<file path="src/rtl/rx_module.sv">
// ---------------------------------------------------------------------------
// rx_module -- UART 8N1 receiver
//
// Synchronises an asynchronous serial line, detects the falling edge of a
// start bit, samples every bit at mid-period and checks the stop bit. A good
// frame updates Rx_Data and pulses Rx_Done_Sig for one cycle. A frame whose
// stop bit reads 0 pulses Rx_Err_Sig for one cycle and leaves Rx_Data alone.
//
// Parameters
//   BPS_DIV      CLK cycles per bit (default 50 MHz / 9600 baud), 4..65535
//   BPS_MID      counter value at which a bit is sampled
//
// Ports
//   CLK          system clock, rising edge
//   RST_n        asynchronous active-low reset
//   Rx_En_Sig    level enable; 0 idles the receiver or aborts a frame
//   Rx_Pin_In    asynchronous serial line, idles high
//   Rx_Data      last correctly framed byte, LSB received first
//   Rx_Done_Sig  one-cycle pulse, Rx_Data has just been updated
//   Rx_Err_Sig   one-cycle pulse, framing error (stop bit sampled 0)
// ---------------------------------------------------------------------------
module rx_module #(
  parameter int unsigned BPS_DIV = 5208,
  parameter int unsigned BPS_MID = BPS_DIV / 2
) (
  input  logic       CLK,
  input  logic       RST_n,
  input  logic       Rx_En_Sig,
  input  logic       Rx_Pin_In,
  output logic [7:0] Rx_Data,
  output logic       Rx_Done_Sig,
  output logic       Rx_Err_Sig
);

  typedef enum logic [1:0] {
    IDLE,
    START,
    DATA,
    STOP
  } state_t;

  localparam logic [15:0] CNT_LAST = 16'(BPS_DIV - 1);
  localparam logic [15:0] CNT_MID  = 16'(BPS_MID);

  state_t      state_q, state_d;
  logic [15:0] cnt_q, cnt_d;
  logic [2:0]  idx_q, idx_d;
  logic [7:0]  shift_q, shift_d;
  logic [7:0]  data_q, data_d;
  logic        done_q, done_d;
  logic        err_q, err_d;
  logic        s1_q, s1_d;
  logic        s2_q, s2_d;
  logic        s3_q, s3_d;

  logic        start_edge;
  logic        sample;
  logic        wrap;

  // s3 holds the previous synchronised value, so a 1 followed by a 0 is a
  // fresh falling edge; a line stuck low never looks like a new start.
  assign start_edge = s3_q & ~s2_q;
  assign sample     = (cnt_q == CNT_MID);
  assign wrap       = (cnt_q == CNT_LAST);

  always_comb begin
    state_d = state_q;
    cnt_d   = cnt_q;
    idx_d   = idx_q;
    shift_d = shift_q;
    data_d  = data_q;
    done_d  = 1'b0;
    err_d   = 1'b0;
    s1_d    = Rx_Pin_In;
    s2_d    = s1_q;
    s3_d    = s2_q;

    if (state_q != IDLE) begin
      cnt_d = wrap ? 16'd0 : cnt_q + 16'd1;
    end

    unique case (state_q)
      IDLE: begin
        cnt_d = 16'd0;
        idx_d = 3'd0;
        if (Rx_En_Sig && start_edge) begin
          state_d = START;
        end
      end

      // The start bit is validated at mid-bit; if it is still low we stay
      // here until the bit boundary so DATA starts with cnt aligned to the
      // beginning of data bit 0 and samples it at its middle.
      START: begin
        if (sample && s2_q) begin
          state_d = IDLE;
          cnt_d   = 16'd0;
        end else if (wrap) begin
          state_d = DATA;
          cnt_d   = 16'd0;
          idx_d   = 3'd0;
        end
      end

      DATA: begin
        if (sample) begin
          shift_d[idx_q] = s2_q;
        end
        if (wrap) begin
          if (idx_q == 3'd7) begin
            state_d = STOP;
            cnt_d   = 16'd0;
          end else begin
            idx_d = idx_q + 3'd1;
          end
        end
      end

      // Leaving at mid stop bit gives half a bit of slack to catch a
      // back-to-back start bit.
      STOP: begin
        if (sample) begin
          if (s2_q) begin
            data_d = shift_q;
            done_d = 1'b1;
          end else begin
            err_d = 1'b1;
          end
          state_d = IDLE;
          cnt_d   = 16'd0;
        end
      end

      default: begin
        state_d = IDLE;
        cnt_d   = 16'd0;
      end
    endcase

    // Dropping the enable abandons the frame silently.
    if (!Rx_En_Sig && (state_q != IDLE)) begin
      state_d = IDLE;
      cnt_d   = 16'd0;
      data_d  = data_q;
      done_d  = 1'b0;
      err_d   = 1'b0;
    end
  end

  always_ff @(posedge CLK or negedge RST_n) begin
    if (!RST_n) begin
      state_q <= IDLE;
      cnt_q   <= 16'd0;
      idx_q   <= 3'd0;
      shift_q <= 8'h00;
      data_q  <= 8'h00;
      done_q  <= 1'b0;
      err_q   <= 1'b0;
      s1_q    <= 1'b1;
      s2_q    <= 1'b1;
      s3_q    <= 1'b1;
    end else begin
      state_q <= state_d;
      cnt_q   <= cnt_d;
      idx_q   <= idx_d;
      shift_q <= shift_d;
      data_q  <= data_d;
      done_q  <= done_d;
      err_q   <= err_d;
      s1_q    <= s1_d;
      s2_q    <= s2_d;
      s3_q    <= s3_d;
    end
  end

  assign Rx_Data     = data_q;
  assign Rx_Done_Sig = done_q;
  assign Rx_Err_Sig  = err_q;

endmodule

</file>
<file path="config.mk">
export PLATFORM = sky130hd
export DESIGN_NAME = rx_module
export DESIGN_NICKNAME = d
export VERILOG_FILES = /design/src/rtl/rx_module.sv
export SDC_FILE = /design/constraint.sdc
export NUM_CORES = 1
export LEC_CHECK = 0
export BUFFER_PORTS_ARGS = -buffer_cell sky130_fd_sc_hd__buf_2
export CAP_MARGIN = 10
export CORE_ASPECT_RATIO = 0.5
export CORE_MARGIN = 2
export CORE_UTILIZATION = 54
export CTS_BUF_LIST = sky130_fd_sc_hd__clkbuf_8 sky130_fd_sc_hd__clkbuf_16
export CTS_CLUSTER_SIZE = 24
export DETAILED_ROUTE_END_ITERATION = 12
export GPL_TIMING_DRIVEN = 1
export PLACE_DENSITY_LB_ADDON = 0.05
export SLEW_MARGIN = 5
export SYNTH_ARGS = -nofsm -noshare
export SYNTH_HDL_FRONTEND = slang
export SYNTH_SLANG_ARGS = --single-unit
</file>
<file path="constraint.sdc">
create_clock -name CLK -period 2.18 [get_ports CLK]
set_clock_uncertainty 0.1 [all_clocks]
set_input_delay 0.327 -clock CLK [delete_from_list [all_inputs] [get_ports CLK]]
set_output_delay 0.327 -clock CLK [all_outputs]
set_load 0.01 [all_outputs]
</file>
==> out/metrics.csv <==
metric,value,unit
initial antenna violation count,0,
drt drc,0,
Hold WS,-0.0128,ns
Slew headroom,65.7,%
fin nets,236,
Worst Setup EP,shift_q[1]$_DFFE_PN0P_,
initial DRC count,98,
ys async rst share,100,%
Post-Syn Nets,206,
CP max stage delay,0.39,ns
Synth Area per Inst,10.7,um2
status,finished with violations,
DR WL/cell,15.1,um
slowest CP cell,dfrtp_1,
die area,4460,um2
FF-to-FF path depth,7,
first-pass GRT wire length,7180,um
CP Launch Type,register,
largest area contributor in the netlist,dfrtp_1,
clock tree from TritonCTS,done,
placed cell areas,2330,um2
final slew viol count,0,
Vias,1603,
peak fanout along the critical path,12,
vias per cell,5.75,
post-synth top area share,46.2,%
FF-to-FF End,shift_q[1]$_DFFE_PN0P_,
class of the worst hold path,in2async,
cell count after placement,271,
synth top area cells,"dfrtp_1 (46%), mux2_2 (8.0%), xnor2_1 (4.6%)",
minimum clock period,2.06,ns
MaxCap Viol Count,0,
WL met2,1970,um
Clock Latency Late Sink,0.29,ns
vias in the first global route,1479,
RePlAce Congestion,0.893,
cell area after layout,2460,um2
critical path type,reg2reg,
port buffer count,13,
Root Buffer,clkbuf_8,
Max VDD drop,0.278,mV
prevailing post-synth register cell,dfrtp_1,
synthesized cell area,2110,um2
IO Count,14,
endpoints failing setup,0,
post-layout util,68.6,%
Crit. End Element,register,
DRT Wirelength,4200,um
final std cells w/o fill,279,
ANT nets after route,0,
pwr dens,533,nW/um2
Total GRT Usage,21.3,%
top sig layer,met4,
"Req. time, crit path",2.27,ns
clock-pin transition on the worst setup and hold timing paths,0.08,ns
clk sinks,42,
Core Footprint,3580,um2
Overflow after GRT,0,
ratio of cells with drive above 1 in the final layout,30.3,%
Max Fclk,486,MHz
register area share after synthesis,49.9,%
Starting Density,58.9,%
Tightest Pin Transition,0.514,ns
unrepaired setup endpoints after global routing,no,
final worst slack,0.124,ns
register area,1050,um2
maximum clock insertion buffer count,2,
Pleak,0.00111,uW
Rows,15,
clock buffers created by TritonCTS,5,
Gate Count Post-Synth,198,
Final Cycle Share,94.3,%
most common library cell in the layout ignoring fill and taps,dfrtp_1,
Seq cells post-synth,42,
ant diodes,0,
warning count from the yosys run,0,
DRT met1 WL,2010,um
pre-CTS setup slack,0.0366,ns
CP arrival,2.14,ns
setup TNS,0,ns
pin count of the biggest net entering global routing,43,
area of the multi-input gates,1010,um2
fillers,286,
Worst R2R Start,cnt_q[1]$_DFF_PN0_,
Final Hold Viols,24,
number of synthesized flops with an enable pin,0,
DR pass1 iterations,4,
Detail Route met3 WL,198,um
reg2reg setup slack,0.12,ns
Layout area overhead,16.4,%
half-perimeter wire length after placement,2930,um
post-synth cell types,42,
failing checks,hold timing,
die width,92.4,um
Worst Setup SP,cnt_q[1]$_DFF_PN0_,
H-tree levels,2,
die height,48.2,um
worst path cell trace,"inv_1, ha_1, nor4b_4, nand4_2, buf_4, nor4_2, mux2_2",
most frequent cells in the layout,"dfrtp_1 (39), nor2_1 (19), buf_4 (19)",
==> sequential cells by signal, indices dropped and copies added, names as in the netlist <==
name and count:
s2_q 1, cnt_q 16, shift_q 8, Rx_Done_Sig 1, Rx_Data 8, s3_q 1, idx_q 3, s1_q 1
state_q 2, Rx_Err_Sig 1
==> worst max-delay path: cells and delay by family (launching register included) <==
kind          cells  cell delay, ns
buf+inv           2            0.30
simple gates      3            0.67
flops             1            0.39
fa+ha+maj         1            0.14
mux               1            0.36
==> timing repair <==
item	4_1_cts	5_1_grt
endpoints found under the setup margin	0	10
buffers inserted	0	1
hold buffers	0	0
resized for setup	0	6
endpoints found under the hold margin	0	0
==> final cells by class <==
class                   instances  share of cell area (%)
clock buffers                   5                    2.80
multi-input cells             137                    41.3
flip-flops and latches         42                    42.9
inverters                      10                    1.53
repair buffers                 32                    8.45
well taps                      51                    2.60
clock inverters                 2                   0.407
==> where the power goes <==
group	switching, uW	internal, uW	total (uW)
Combinational	35.2	14.5	49.7
Clock	257	215	472
Sequential	3.59	786	789
==> how the worst min path moves through the flow <==
stage	to	start	slack, ns
3_3_place_gp	s2_q$_DFF_PN1_	s1_q$_DFF_PN1_	0.25
2_1_floorplan	Rx_Data[0]$_DFFE_PN0P_	RST_n	-0.07
4_1_cts	Rx_Data[6]$_DFFE_PN0P_	RST_n	0.003
3_5_place_dp	s2_q$_DFF_PN1_	s1_q$_DFF_PN1_	0.25
5_1_grt	s1_q$_DFF_PN1_	Rx_Pin_In	0.03
6_report	shift_q[7]$_DFFE_PN0P_	RST_n	-0.01
==> layer usage <==
| layer | global-route usage, % | up-vias |
|---|---|---|
| met4 | 6.27 | 0 |
| met5 | 0 | - |
| met1 | 28.5 | 792 |
| met3 | 5.56 | 4 |
| li1 | - | 770 |
| met2 | 35.8 | 37 |
==> stage by stage <==
step / hold slack [ns] / power (uW)
after floorplan: -0.0686 / 823
after global placement: 0.246 / 853
after detailed placement: 0.249 / 854
after CTS: 0.00312 / 1330
after global routing: 0.0264 / 1370
final: -0.0128 / 1310
==> Yosys cell counts (4+ instances only) <==
master    count
nand2_1      13
clkbuf_1      5
nand4_1       5
nand3_1       9
dfrtp_1      39
nor4_1        6
ha_1          4
mux2_2       15
o21ai_0       7
nor3_1       12
nor2_1       19
xnor2_1      11
inv_1        10
==> cells by family after synthesis <==
| family | after synthesis | share of synthesized area (%) |
|---|---|---|
| buffers and inverters | 19 | 3.91 |
| AOI/OAI and AO/OA | 21 | 6.69 |
| xor gates and xnor gates | 13 | 5.39 |
| DFF | 42 | 49.9 |
| and+or+nand+nor | 83 | 23.2 |
| adders and majority gates | 4 | 2.37 |
| muxes | 16 | 8.53 |
Note: power is estimated with default switching activity, not from simulation.
